**config.mk**
```make
export PLATFORM = sky130hd
export DESIGN_NAME = pwu_req_arbiter
export DESIGN_NICKNAME = d
export VERILOG_FILES = /design/src/rtl/pwu_req_arbiter.sv
export SDC_FILE = /design/constraint.sdc
export NUM_CORES = 1
export LEC_CHECK = 0
export BUFFER_PORTS_ARGS = -buffer_cell sky130_fd_sc_hd__buf_2
export CORE_MARGIN = 8
export CORE_UTILIZATION = 40
export CTS_BUF_LIST = sky130_fd_sc_hd__clkbuf_8
export DETAILED_ROUTE_END_ITERATION = 8
export MAX_ROUTING_LAYER = met4
export PLACE_DENSITY = 0.82
export SYNTH_ARGS = -nofsm -noshare
export SYNTH_HDL_FRONTEND = slang
export SYNTH_SLANG_ARGS = --single-unit
```
**constraint.sdc**
```tcl
create_clock -name clk_i -period 4.5 [get_ports clk_i]
set_clock_uncertainty 0.15 [all_clocks]
set_input_delay 0.45 -clock clk_i [delete_from_list [all_inputs] [get_ports clk_i]]
set_output_delay 0.45 -clock clk_i [all_outputs]
set_load 0.02 [all_outputs]
```
**src/rtl/pwu_req_arbiter.sv**
```systemverilog
`default_nettype none
// ============================================================================
// Module      : pwu_req_arbiter
// Description : Shares one PWU translation port between NUM_REQ requesters.
//               It arbitrates VA requests round-robin with no added latency.
//               Because the PWU answers in issue order, a FIFO of requester
//               IDs (tags) sends each returned PA and fault to its issuer.
//               Optional feature macro: PWUARB_FAULT_CNT_EN adds saturating
//               per-requester fault counters on fault_cnt_o.
// Revision    : 1.0 - initial release
// ============================================================================
module pwu_req_arbiter #(
    parameter int NUM_REQ   = 4,
    parameter int MAX_OUTST = 8
) (
    input  logic                        clk_i,
    input  logic                        rst_i,
    // requester VA side
    input  logic [NUM_REQ*32-1:0]       req_va_i,
    input  logic [NUM_REQ-1:0]          req_vld_i,
    output logic [NUM_REQ-1:0]          req_rdy_o,
    // requester response side
    output logic [27:0]                 rsp_pa_o,
    output logic                        rsp_fault_o,
    output logic [NUM_REQ-1:0]          rsp_vld_o,
    input  logic [NUM_REQ-1:0]          rsp_rdy_i,
    // PWU VA side
    output logic [31:0]                 pwu_va_o,
    output logic                        pwu_va_vld_o,
    input  logic                        pwu_va_rdy_i,
    // PWU PA side
    input  logic [27:0]                 pwu_pa_i,
    input  logic                        pwu_pa_vld_i,
    input  logic                        pwu_pa_fault_i,
    output logic                        pwu_pa_rdy_o,
    // status
    output logic [$clog2(MAX_OUTST):0]  outst_o,
    output logic                        err_o
`ifdef PWUARB_FAULT_CNT_EN
    ,
    output logic [NUM_REQ*16-1:0]       fault_cnt_o
`endif
);

    localparam int ID_W  = (NUM_REQ > 1) ? $clog2(NUM_REQ) : 1;
    localparam int PTR_W = $clog2(MAX_OUTST);
    localparam int CNT_W = PTR_W + 1;

    // ------------------------------------------------------------------------
    // State
    // ------------------------------------------------------------------------
    logic [ID_W-1:0]   rr_ptr_q, rr_ptr_d;
    logic [ID_W-1:0]   fifo_q [MAX_OUTST];
    logic [PTR_W-1:0]  wr_ptr_q, wr_ptr_d;
    logic [PTR_W-1:0]  rd_ptr_q, rd_ptr_d;
    logic [CNT_W-1:0]  count_q, count_d;
    logic              err_q, err_d;

    // ------------------------------------------------------------------------
    // Combinational signals
    // ------------------------------------------------------------------------
    logic [31:0]       w_va [NUM_REQ];
    logic              w_grant_vld;
    logic [ID_W-1:0]   w_grant_id;
    logic [ID_W:0]     w_scan_idx;
    logic              w_full;
    logic              w_empty;
    logic              w_issue;
    logic              w_push;
    logic              w_pop;
    logic              w_orphan;
    logic [ID_W-1:0]   w_head;

    // Split the flat VA bus into one word per requester.
    generate
        for (genvar k = 0; k < NUM_REQ; k++) begin : g_va_unpack
            assign w_va[k] = req_va_i[32*k +: 32];
        end
    endgenerate

    // Round-robin scan: first valid requester at or after rr_ptr, wrapping.
    always_comb begin
        w_grant_vld = 1'b0;
        w_grant_id  = '0;
        w_scan_idx  = '0;
        for (int i = 0; i < NUM_REQ; i++) begin
            w_scan_idx = {1'b0, rr_ptr_q} + (ID_W+1)'(i);
            if (w_scan_idx >= (ID_W+1)'(NUM_REQ)) begin
                w_scan_idx = w_scan_idx - (ID_W+1)'(NUM_REQ);
            end
            if (!w_grant_vld && req_vld_i[w_scan_idx[ID_W-1:0]]) begin
                w_grant_vld = 1'b1;
                w_grant_id  = w_scan_idx[ID_W-1:0];
            end
        end
    end

    // Fullness uses the registered count, so a pop cannot open a slot for an
    // issue in the same cycle.
    assign w_full   = (count_q == CNT_W'(MAX_OUTST));
    assign w_empty  = (count_q == '0);

    assign w_issue      = !rst_i && w_grant_vld && !w_full;
    assign w_push       = w_issue && pwu_va_rdy_i;
    assign pwu_va_vld_o = w_issue;
    assign pwu_va_o     = w_va[w_grant_id];

    // Only the granted requester sees the PWU ready.
    always_comb begin
        req_rdy_o = '0;
        if (w_issue) begin
            req_rdy_o[w_grant_id] = pwu_va_rdy_i;
        end
    end

    // Return path: the FIFO head names the owner of the next PWU response.
    assign w_head       = fifo_q[rd_ptr_q];
    assign w_pop        = !rst_i && pwu_pa_vld_i && !w_empty && rsp_rdy_i[w_head];
    assign w_orphan     = !rst_i && pwu_pa_vld_i && w_empty;
    assign pwu_pa_rdy_o = !rst_i && (w_empty || rsp_rdy_i[w_head]);
    assign rsp_pa_o     = pwu_pa_i;
    assign rsp_fault_o  = pwu_pa_fault_i;

    // Steer the response valid to the head owner only.
    always_comb begin
        rsp_vld_o = '0;
        if (!rst_i && pwu_pa_vld_i && !w_empty) begin
            rsp_vld_o[w_head] = 1'b1;
        end
    end

    // Next-state for pointers, occupancy and the sticky error.
    always_comb begin
        rr_ptr_d = rr_ptr_q;
        if (w_push) begin
            if (w_grant_id == ID_W'(NUM_REQ - 1)) begin
                rr_ptr_d = '0;
            end else begin
                rr_ptr_d = w_grant_id + ID_W'(1);
            end
        end
        wr_ptr_d = wr_ptr_q + PTR_W'(w_push);
        rd_ptr_d = rd_ptr_q + PTR_W'(w_pop);
        count_d  = count_q + CNT_W'(w_push) - CNT_W'(w_pop);
        err_d    = err_q | w_orphan;
    end

    // Control registers with synchronous reset.
    always_ff @(posedge clk_i) begin
        if (rst_i) begin
            rr_ptr_q <= '0;
            wr_ptr_q <= '0;
            rd_ptr_q <= '0;
            count_q  <= '0;
            err_q    <= 1'b0;
        end else begin
            rr_ptr_q <= rr_ptr_d;
            wr_ptr_q <= wr_ptr_d;
            rd_ptr_q <= rd_ptr_d;
            count_q  <= count_d;
            err_q    <= err_d;
        end
    end

    // Tag storage; contents are meaningless while count is zero, so no reset.
    always_ff @(posedge clk_i) begin
        if (w_push) begin
            fifo_q[wr_ptr_q] <= w_grant_id;
        end
    end

    assign outst_o = count_q;
    assign err_o   = err_q;

`ifdef PWUARB_FAULT_CNT_EN
    // Per-requester saturating count of faulted responses actually delivered.
    generate
        for (genvar k = 0; k < NUM_REQ; k++) begin : g_fault_cnt
            logic [15:0] cnt_q;

            // Count a pop to requester k that carries a fault, stopping at max.
            always_ff @(posedge clk_i) begin
                if (rst_i) begin
                    cnt_q <= '0;
                end else if (w_pop && (w_head == ID_W'(k)) && pwu_pa_fault_i
                             && (cnt_q != 16'hFFFF)) begin
                    cnt_q <= cnt_q + 16'd1;
                end
            end

            assign fault_cnt_o[16*k +: 16] = cnt_q;
        end
    endgenerate
`endif

endmodule
`default_nettype wire

```
==> reports/results.tsv, run 1 <==
stage	metric	value	unit
setup_path	path_cells	mux4_1, mux2i_4, mux2_4, nor4b_4, ha_1, inv_1, ha_1, inv_1, fa_1, xor2_1, nor2_1	
finish	nNetsFinal	608	
floorplan	start_util	41.4	%
timing	final_hold_viol_count	0	
setup_path	rrSetupSlack	1.09	ns
finish	seq_area	741	µm²
cts	clockBufferDepth	2	
setup_path	crit_end	outst_o[2]	
place	gp_congestion	0.901	
finish	area_delta_synth_final	30.9	%
logic_synthesis	syn-cell-area	2830	µm²
logic_synthesis	yosysMostFrequentCell	mux2i_1	
route	vias_per_cell	4.85	
logic_synthesis	netlist_top_cells_area	mux2i_1 (36%), edfxtp_1 (17%), dfxtp_1 (9.2%)	
logic_synthesis	ys_types	33	
timing	setup_ws	1.09	ns
setup_path	max_stage_delay	0.66	ns
setup_path	start_kind	register	
logic_synthesis	yosys.area.top_type_share	36.4	%
floorplan	dieArea	10000	µm²
global_route	gr-total-overflow	0	
timing	tightest_slew	0.545	ns
setup_path	startpoint	rd_ptr_q[0]	
setup_path	reg2reg_depth	11	
floorplan	dieWidth	100	µm
cts	cts_tree	yes	
global_route	grt_pass1_wl	14400	µm
cts	hold_buffers	0	
route	drt_wl_total	9380	µm
setup_path	worst_ep_required_time	4.50	ns
run	drv_cap	0	
route	route.detailed.drc	0	
logic_synthesis	yosys_warnings	0	
finish	multiInputGateArea	1740	µm²
setup_path	crit_arrival	3.41	ns
power	p_per_area	320	nW/µm²
floorplan	dieHeight	100	µm
logic_synthesis	syn_avg_cell_area	10.4	µm²
timing	finalCritPeriodShare	75.8	%
floorplan	placement_rows	30	
timing	relSlewSlack	63.7	%
global_route	grt_pass1_vias	2885	
finish	fillers	638	
cts	path_clk_slew	0.06	ns
logic_synthesis	synth-edff-count	16	
power	leakage	2.11	nW
route	ant_nets	0	
place	port_buffers	186	
setup_path	cp_slowest_cell	mux4_1	
global_route	antenna_found_initial	2	
global_route	grt_util_all_layers	18.6	%
cts	ctsResizeCount	0	
timing	setup_violations	0	
route	dr.pass1.iters	6	
route	via_count	2539	
place	dp_hpwl	8160	µm
cts	cts.sinks	29	
route	post_drt_wl_per_cell	17.9	µm
timing	slew_viol_final	0	
logic_synthesis	syn_nets	455	
cts	cts_buffers	5	
timing	period_minus_slack	3.41	ns
worst_hold_path	hold_depth	3	
run_status	status	completed	
place	placed_area	3610	µm²
finish	drive_gt1_share	48.0	%
setup_path	endpoint_kind	register	
logic_synthesis	yosysTopAreaCell	mux2i_1	
finish	final_area	3700	µm²
route	drt_iter0_markers	54	
cts	cts_root_buf	clkbuf_8	
timing	fmax	0.293	GHz
finish	stdcell_count	523	
floorplan	io_pins	245	
logic_synthesis	synth_flop_cell	edfxtp_1	
setup_path	reg2reg_to	outst_o[2]	
floorplan	core_area	6830	µm²
place	dp_slack	1.07	ns
logic_synthesis	syn_inst	271	
power	peakVddDrop	120	µV
cts	cts_setup_buffers	0	
cts	insertion_delay	0.28	ns
logic_synthesis	async_flop_share	0	%
logic_synthesis	yosys-top-cells-count	mux2i_1 (103), buf_4 (30), nor2_1 (20)	
worst_hold_path	hp-class	in -> reg	
setup_path	critPathKind	reg -> reg	
global_route	grt_max_degree	64	
logic_synthesis	seq_area_frac_synth	26.2	%
cts	ctsHtreeMaxLevel	2	
timing	rsz0062_at_grt	false	
logic_synthesis	ys_ff_latch	29	
place	dp_cells	513	
setup_path	critPathMaxFanout	7	
setup_path	r2r_start	rd_ptr_q[0]	
timing	fin_setup_tns	0	ns
## cells by family after synthesis
| group | count (synthesis) | share of synthesized area, % |
|---|---|---|
| AO/OA/AOI/OAI | 12 | 3.58 |
| XOR/XNOR | 4 | 1.24 |
| adder cells (fa/ha/maj) | 15 | 6.90 |
| buffers and inverters | 55 | 12.9 |
| flip-flops | 29 | 26.2 |
| multiplexers | 108 | 40.4 |
| AND/OR/NAND/NOR | 48 | 8.80 |
## per-layer routing
metal  share of wire [%]  vias to the layer above  track usage (%)
met2                  51                      136             32.7
li1                    -                     1243                -
met5                   0                        -                -
met3                  11                       19             8.93
met4                 2.2                        0             6.86
met1                  35                     1141             17.3
## per-stage QoR
step | power [mW] | utilization, % | hold slack (ns)
floorplan | 0.821 | - | 0.303
global placement | 0.965 | 52.9 | 0.296
detailed placement | 0.987 | 52.9 | 0.341
CTS | 1.20 | 54.1 | 0.312
global route | 1.26 | 54.2 | 0.335
finish | 1.18 | 54.2 | 0.313
## critical path: cells and delay by family (launching register included)
kind,cells,cell delay (ns)
XOR/XNOR,1,0.16
adder cells (fa/ha/maj),3,0.80
buffers and inverters,2,0.11
flip-flops,1,0.53
multiplexers,3,1.23
AND/OR/NAND/NOR,2,0.31
## layout by cell type (no fill, tap or decap), types with 3 or more instances in the layout
master | netlist | final
buf_2 | 6 | 186
mux2i_1 | 103 | 103
nor2_1 | 20 | 20
edfxtp_1 | 16 | 16
ha_1 | 14 | 14
inv_1 | 13 | 13
dfxtp_1 | 13 | 13
nand2_1 | 7 | 7
nor2b_1 | 6 | 6
nand2b_1 | 5 | 5
a21oi_1 | 5 | 5
clkbuf_8 | 0 | 5
and3_1 | 4 | 4
xnor2_1 | 3 | 3
## flip-flops by register name, indices dropped and copies added (netlist names)
register	count
err_o	1
fifo_q	16
outst_o	4
rd_ptr_q	3
rr_ptr_q	2
wr_ptr_q	3
## how the worst min path moves through the flow
stage | startpoint | endpoint | slack, ns
finish | pwu_pa_vld_i | err_o | 0.31
global route | pwu_pa_vld_i | err_o | 0.33
CTS | pwu_pa_vld_i | err_o | 0.31
detailed placement | err_o | err_o | 0.34
global placement | err_o | err_o | 0.30
floorplan | rr_ptr_q[0] | rr_ptr_q[0] | 0.30
## power by group
part           total [mW]  switching, mW  internal, mW
sequential          0.330         0.0217         0.308
clock               0.208          0.102         0.106
combinational       0.646          0.365         0.282
total                1.18          0.488         0.696
## layout make-up
| class | count | area share [%] |
|---|---|---|
| inverter | 13 | 1.32 |
| clock inverter | 3 | 0.473 |
| antenna | 2 | 0.135 |
| tap | 96 | 3.24 |
| sequential | 29 | 20.0 |
| clock buffer | 5 | 1.86 |
| multi-input combinational | 187 | 47.1 |
| timing repair buffer | 188 | 25.9 |
(Power assumes the default switching activity.)
==> run 2, diff against run 1 <==
--- a/config.mk
+++ b/config.mk
@@ -5,13 +5,14 @@
 export SDC_FILE = /design/constraint.sdc
 export NUM_CORES = 1
 export LEC_CHECK = 0
+export ABC_AREA = 1
 export BUFFER_PORTS_ARGS = -buffer_cell sky130_fd_sc_hd__buf_2
 export CORE_MARGIN = 8
 export CORE_UTILIZATION = 40
 export CTS_BUF_LIST = sky130_fd_sc_hd__clkbuf_8
 export DETAILED_ROUTE_END_ITERATION = 8
 export MAX_ROUTING_LAYER = met4
-export PLACE_DENSITY = 0.82
+export PLACE_DENSITY = 0.78
 export SYNTH_ARGS = -nofsm -noshare
 export SYNTH_HDL_FRONTEND = slang
 export SYNTH_SLANG_ARGS = --single-unit
==> constraint.sdc (replaced) <==
create_clock -name clk_i -period 3 [get_ports clk_i]
set_clock_uncertainty 0.15 [all_clocks]
set_input_delay 0.3 -clock clk_i [delete_from_list [all_inputs] [get_ports clk_i]]
set_output_delay 0.3 -clock clk_i [all_outputs]
set_load 0.02 [all_outputs]
==> run 2 against run 1 <==
Worst setup slack lost 0.92 ns. Final area grew 21%. Via count grew 64%. Combinational power grew to 5.0 times the previous value. Non-clock buffer count grew 6. Sequential power grew 70%. Power grew to 3.5 times the previous value. Sequential share of layout area shrank 3.5 points. Die area grew 24%. Synthesized cell count grew 140%. Largest power group unchanged. Final cell count grew 72%.
==> reports/results.tsv, run 2 <==
stage	metric	value	unit
run_status	status	completed	
cts	insertion_delay	0.27	ns
finish	drive_gt1_share	27.1	%
logic_synthesis	yosys_warnings	0	
setup_path	path_delay_family	simple AND/OR/NAND/NOR gates	
route	vias_per_cell	4.62	
logic_synthesis	syn_avg_cell_area	5.64	µm²
route	via_count	4162	
logic_synthesis	seq_area_frac_synth	20.3	%
floorplan	placement_rows	35	
cts	cts_buffers	5	
run	drv_cap	0	
logic_synthesis	synth-edff-count	16	
timing	fmax	0.353	GHz
setup_path	start_kind	register	
setup_path	worst_ep_required_time	2.55	ns
logic_synthesis	ys_types	26	
global_route	gr-total-overflow	0	
setup_path	max_stage_delay	0.44	ns
logic_synthesis	yosysMostFrequentCell	nand2_1	
cts	ctsHtreeMaxLevel	2	
setup_path	crit_arrival	2.38	ns
place	dp_hpwl	8960	µm
place	placed_area	4380	µm²
finish	final_cell_mix	buf_2 (186), nand2_1 (175), inv_1 (162)	
logic_synthesis	yosys.area.top_type_share	20.1	%
floorplan	start_util	40.4	%
finish	top_register	fifo_q	
timing	slew_viol_final	0	
place	dp_cells	892	
finish	largest_reg_flops	16	
worst_hold_path	hp-class	in -> reg	
setup_path	critPathKind	reg -> out	
setup_path	cp_slowest_cell	dfxtp_1	
setup_path	path_cells	inv_2, nand2_1, nand2_2, nand2_1, nand2_1, nor2_4, nand3_1, nand2_2, nand2_2, inv_1, ha_1, nand4_1, inv_1, buf_2	
logic_synthesis	yosys-top-cells-count	nand2_1 (177), inv_1 (161), nand3_1 (146)	
logic_synthesis	netlist_top_cells_area	nand3_1 (20%), nand2_1 (18%), inv_1 (17%)	
place	dp_slack	0.178	ns
logic_synthesis	syn_inst	646	
cts	cts_setup_buffers	0	
global_route	grt_pass1_vias	3922	
timing	hold_ws	0.153	ns
cts	path_clk_slew	0.06	ns
route	post_drt_wl_per_cell	12.3	µm
power	power.total	4.12	mW
finish	final_util	49.8	%
route	drt_wl_total	11100	µm
timing	finalCritPeriodShare	94.4	%
finish	final_area	4490	µm²
floorplan	core_area	9020	µm²
route	dr.pass1.iters	7	
power	p_per_area	919	nW/µm²
route	ant_nets	0	
floorplan	dieWidth	111	µm
floorplan	io_pins	245	
timing	setup_violations	0	
timing	fin_setup_tns	0	ns
cts	cts_tree	yes	
power	leakage	2.93	nW
timing	rsz0062_at_grt	true	
finish	n_antenna_cell	0	
finish	stdcell_count	900	
logic_synthesis	async_flop_share	0	%
cts	cts.sinks	29	
finish	area_delta_synth_final	23.3	%
global_route	grt_max_degree	65	
timing	tightest_slew	0.462	ns
finish	nNetsFinal	972	
global_route	antenna_found_initial	0	
logic_synthesis	ys_ff_latch	29	
global_route	grt_pass1_wl	17900	µm
floorplan	dieArea	12400	µm²
cts	cts_root_buf	clkbuf_8	
floorplan	dieHeight	111	µm
logic_synthesis	yosysTopAreaCell	nand3_1	
route	drt_iter0_markers	242	
setup_path	endpoint_kind	output port	
timing	setup_ws	0.168	ns
route	route.detailed.drc	0	
timing	relSlewSlack	69.2	%
setup_path	critPathMaxFanout	10	
logic_synthesis	syn_nets	830	
timing	period_minus_slack	2.83	ns
finish	final_common_cell	buf_2	
logic_synthesis	synth_flop_cell	edfxtp_1	
cts	clockBufferDepth	2	
power	peakVddDrop	581	µV
logic_synthesis	syn-cell-area	3640	µm²
place	gp_congestion	0.874	
timing	final_hold_viol_count	0	
place	port_buffers	186	
global_route	grt_util_all_layers	17.2	%
setup_path	path_buf_inv	4	
[run 2: worst paths after layout]
kind,start,end,slack [ns],cells after the start
worst max-delay path,rr_ptr_q[0],req_rdy_o[3],0.17,14
worst max register to register,rr_ptr_q[0],outst_o[3],0.27,16
worst min register to register,err_o,err_o,0.32,2
worst min-delay path,pwu_pa_vld_i,err_o,0.15,3
[run 2: timing repair]
action	in CTS	in global routing
resized for setup	0	9
endpoints found under the setup margin	0	36
hold buffers	0	0
[run 2: per-layer routing]
layer  vias to the layer above  GRT usage, %  share of wire [%]
met2                       155          30.3                 51
met1                      1790          19.9                 42
met3                        16          2.85                6.3
met5                         -             -                  0
li1                       2201             -                  -
met4                         0          4.09                1.2
[run 2: worst reg2reg max path, delay by kind of cell, from the launching register on]
family	cells	cell delay [ns]
flops	1	0.44
buf+inv	2	0.26
fa+ha+maj	2	0.52
simple gates	9	0.80
compound gates	3	0.50
[run 2: cell families (layout without fill, tap and decap cells)]
group / after synthesis / count (layout) / share of synthesized area [%]
AND/OR/NAND/NOR: 366 / 366 / 43.9
XOR/XNOR: 3 / 3 / 0.722
adder cells (fa/ha/maj): 15 / 15 / 5.36
AO/OA/AOI/OAI: 10 / 10 / 1.48
flip-flops: 29 / 29 / 20.3
buffers and inverters: 223 / 366 / 28.2
[run 2: area by class of cell]
class	count	area [µm²]
flip-flops and latches	29	742
inverters	164	616
fillers	987	4530
repair buffers	194	1020
well taps	111	139
multi-input cells	394	1880
clock inverters	2	7.51
clock buffers	6	82.6
[run 2: power breakdown]
part	internal [mW]	leakage, nW	switching (mW)
Sequential	0.514	0.253	0.0462
Clock	0.180	0.0538	0.132
Combinational	1.07	2.62	2.19
==> run 3, diff against run 2 <==
==> config.mk (replaced) <==
export PLATFORM = sky130hd
export DESIGN_NAME = pwu_req_arbiter
export DESIGN_NICKNAME = d
export VERILOG_FILES = /design/src/rtl/pwu_req_arbiter.sv
export SDC_FILE = /design/constraint.sdc
export NUM_CORES = 1
export LEC_CHECK = 0
export ABC_AREA = 0
export BUFFER_PORTS_ARGS = -buffer_cell sky130_fd_sc_hd__buf_2
export CORE_AREA = 2 2 95 97
export CTS_BUF_LIST = sky130_fd_sc_hd__clkbuf_8
export DETAILED_ROUTE_END_ITERATION = 8
export DIE_AREA = 0 0 97 99
export MAX_ROUTING_LAYER = met4
export PLACE_DENSITY = 0.72
export SYNTH_ARGS = -nofsm -noshare
export SYNTH_HDL_FRONTEND = slang
export SYNTH_SLANG_ARGS = --single-unit
==> run 3 against run 2 <==
The run now ends with negative setup slack left. Non-clock buffer count is 5 higher. Global-route usage is 0.62 points lower. Routed wire length is 29% lower. Utilization is 5.4 points lower. Final area is 16% lower. Sequential share of layout area is 3.1 points higher. Clock-buffer cell count is 1 lower. Highest routed layer unchanged. Via count is 39% lower. Die area is 23% lower. Worst setup slack worse by 0.25 ns. Critical endpoint is now outst_o[1]. Largest power group unchanged.
==> reports/results.tsv, run 3 (synthesis gave the netlist of run 1 again) <==
stage	metric	value	unit
global_route	grt_pass1_wl	12500	µm
setup_path	start_kind	register	
global_route	grt_busiest_layer	met2	
route	post_drt_wl_per_cell	14.5	µm
global_route	use_met3	3.97	%
power	p_sw	718	µW
cts	cts_tree	yes	
floorplan	dieArea	9600	µm²
route	ant_nets	0	
finish	fillers	823	
cts	hold_buffers	0	
finish	final_area	3790	µm²
cts	cts_root_buf	clkbuf_8	
power	leakage	2.15	nW
finish	drive_gt1_share	50.2	%
timing	rsz0062_at_grt	true	
place	dp_slack	-0.191	ns
power	internal_power	1.07	mW
timing	period_minus_slack	3.08	ns
timing	setup_violations	3	
power	pwr-share-comb	55.2	%
worst_hold_path	holdPathEnd	err_o	
cts	cts_buffers	5	
global_route	grt_pass1_vias	2600	
cts	ctsHtreeMaxLevel	2	
timing	tightest_slew	0.452	ns
setup_path	critPathMaxFanout	7	
global_route	use_met2	30.4	%
finish	nNetsFinal	619	
route	route.detailed.drc	0	
place	placed_area	3690	µm²
finish	top_register	fifo_q	
power	p_seq_share	27.8	%
finish	area_delta_synth_final	34.1	%
finish	final_util	44.4	%
setup_path	critPathKind	reg -> reg	
setup_path	reg2reg_to	outst_o[1]	
route	drt_iter0_markers	91	
setup_path	reg2reg_depth	10	
setup_path	crit_arrival	3.10	ns
worst_hold_path	hp-class	in -> reg	
place	port_buffers	186	
finish	final_common_cell	buf_2	
timing	fmax	0.324	GHz
worst_hold_path	min-delay-start	pwu_pa_vld_i	
run	drv_cap	0	
floorplan	placement_rows	34	
floorplan	io_pins	245	
global_route	antenna_found_initial	0	
finish	n_antenna_cell	0	
timing	finalCritPeriodShare	103	%
power	switching_share	40.2	%
power	p_per_area	471	nW/µm²
timing	final_hold_viol_count	0	
setup_path	endpoint_kind	register	
global_route	grt_util_all_layers	16.6	%
global_route	gr-total-overflow	0	
global_route	grt_max_degree	42	
run_status	failed_checks	negative setup slack	
timing	slew_viol_final	0	
floorplan	dieWidth	97	µm
floorplan	start_util	33.1	%
run_status	status	finished with violations	
timing	setup_ws	-0.0836	ns
worst_hold_path	hold_depth	3	
setup_path	rrSetupSlack	-0.08	ns
power	peakVddDrop	199	µV
finish	final_cell_mix	buf_2 (186), mux2i_1 (103), nor2_1 (20)	
route	vias_per_cell	4.64	
floorplan	core_area	8550	µm²
cts	cts.sinks	29	
floorplan	dieHeight	99	µm
power	power.total	1.79	mW
setup_path	r2r_start	rd_ptr_q[0]	
route	dr.pass1.iters	4	
global_route	use_met1	18.0	%
cts	insertion_delay	0.28	ns
setup_path	worst_ep_required_time	3.02	ns
timing	relSlewSlack	69.7	%
place	gp_congestion	0.790	
place	dp_hpwl	6760	µm
route	drt_wl_total	7890	µm
finish	largest_reg_flops	16	
cts	clockBufferDepth	2	
timing	hold_ws	0.141	ns
cts	path_clk_slew	0.07	ns
power	clkPwrFrac	17.1	%
route	via_count	2523	
-- run 3: how the worst max path moves through the flow --
stage          depth (start not counted)  slack, ns         from         end
2_1_floorplan                         12      -0.05  rd_ptr_q[0]  outst_o[2]
3_3_place_gp                          11       -0.1  rd_ptr_q[0]  outst_o[2]
3_5_place_dp                          12      -0.19  rd_ptr_q[0]  outst_o[2]
4_1_cts                               11      -0.14  rd_ptr_q[0]  outst_o[1]
5_1_grt                               10      -0.19  rd_ptr_q[0]  outst_o[1]
6_report                              10      -0.08  rd_ptr_q[0]  outst_o[1]
-- run 3: layer usage --
metal,vias up,wire (µm)
li1,1262,-
met5,-,0
met4,0,109
met1,1128,3090
met3,12,522
met2,121,4170
-- run 3: worst max-delay path, cell delays in order (launching register included) --
cell,delay (ns)
dfxtp_4,0.41
mux4_2,0.55
mux2i_4,0.18
mux2_4,0.34
nor4b_4,0.24
ha_1,0.27
inv_1,0.06
ha_2,0.18
inv_2,0.04
fa_2,0.51
nor2_1,0.04
-- run 3: cell type report --
class | count | area [µm²] | area share, %
Sequential cell | 29 | 744 | 19.6
Inverter | 13 | 48.8 | 1.29
Multi-Input combinational cell | 187 | 1740 | 45.9
Clock inverter | 3 | 12.5 | 0.330
Clock buffer | 5 | 68.8 | 1.81
Timing Repair Buffer | 199 | 1040 | 27.4
Tap cell | 108 | 135 | 3.56
-- run 3: timing repair --
action | in CTS | in global routing
buffers inserted | 1 | 1
pin swaps | 3 | 2
endpoints found under the hold margin | 0 | 0
setup endpoints to repair | 3 | 3
gates resized for setup | 4 | 0
-- run 3: stage by stage --
stage                     instances  setup TNS (ns)
after floorplan                 271         -0.0598
after global placement          534          -0.161
after detailed placement        534          -0.435
after CTS                       543          -0.354
after global routing            544          -0.531
final                           544          -0.189
-- run 3: power groups by stage --
stage / sequential (mW) / clock [mW] / combinational, mW
global route: 0.500 / 0.324 / 1.08
detailed placement: 0.505 / 0 / 0.983
CTS: 0.497 / 0.311 / 0.992
global placement: 0.501 / 0 / 0.958
finish: 0.496 / 0.305 / 0.985
floorplan: 0.520 / 0 / 0.713
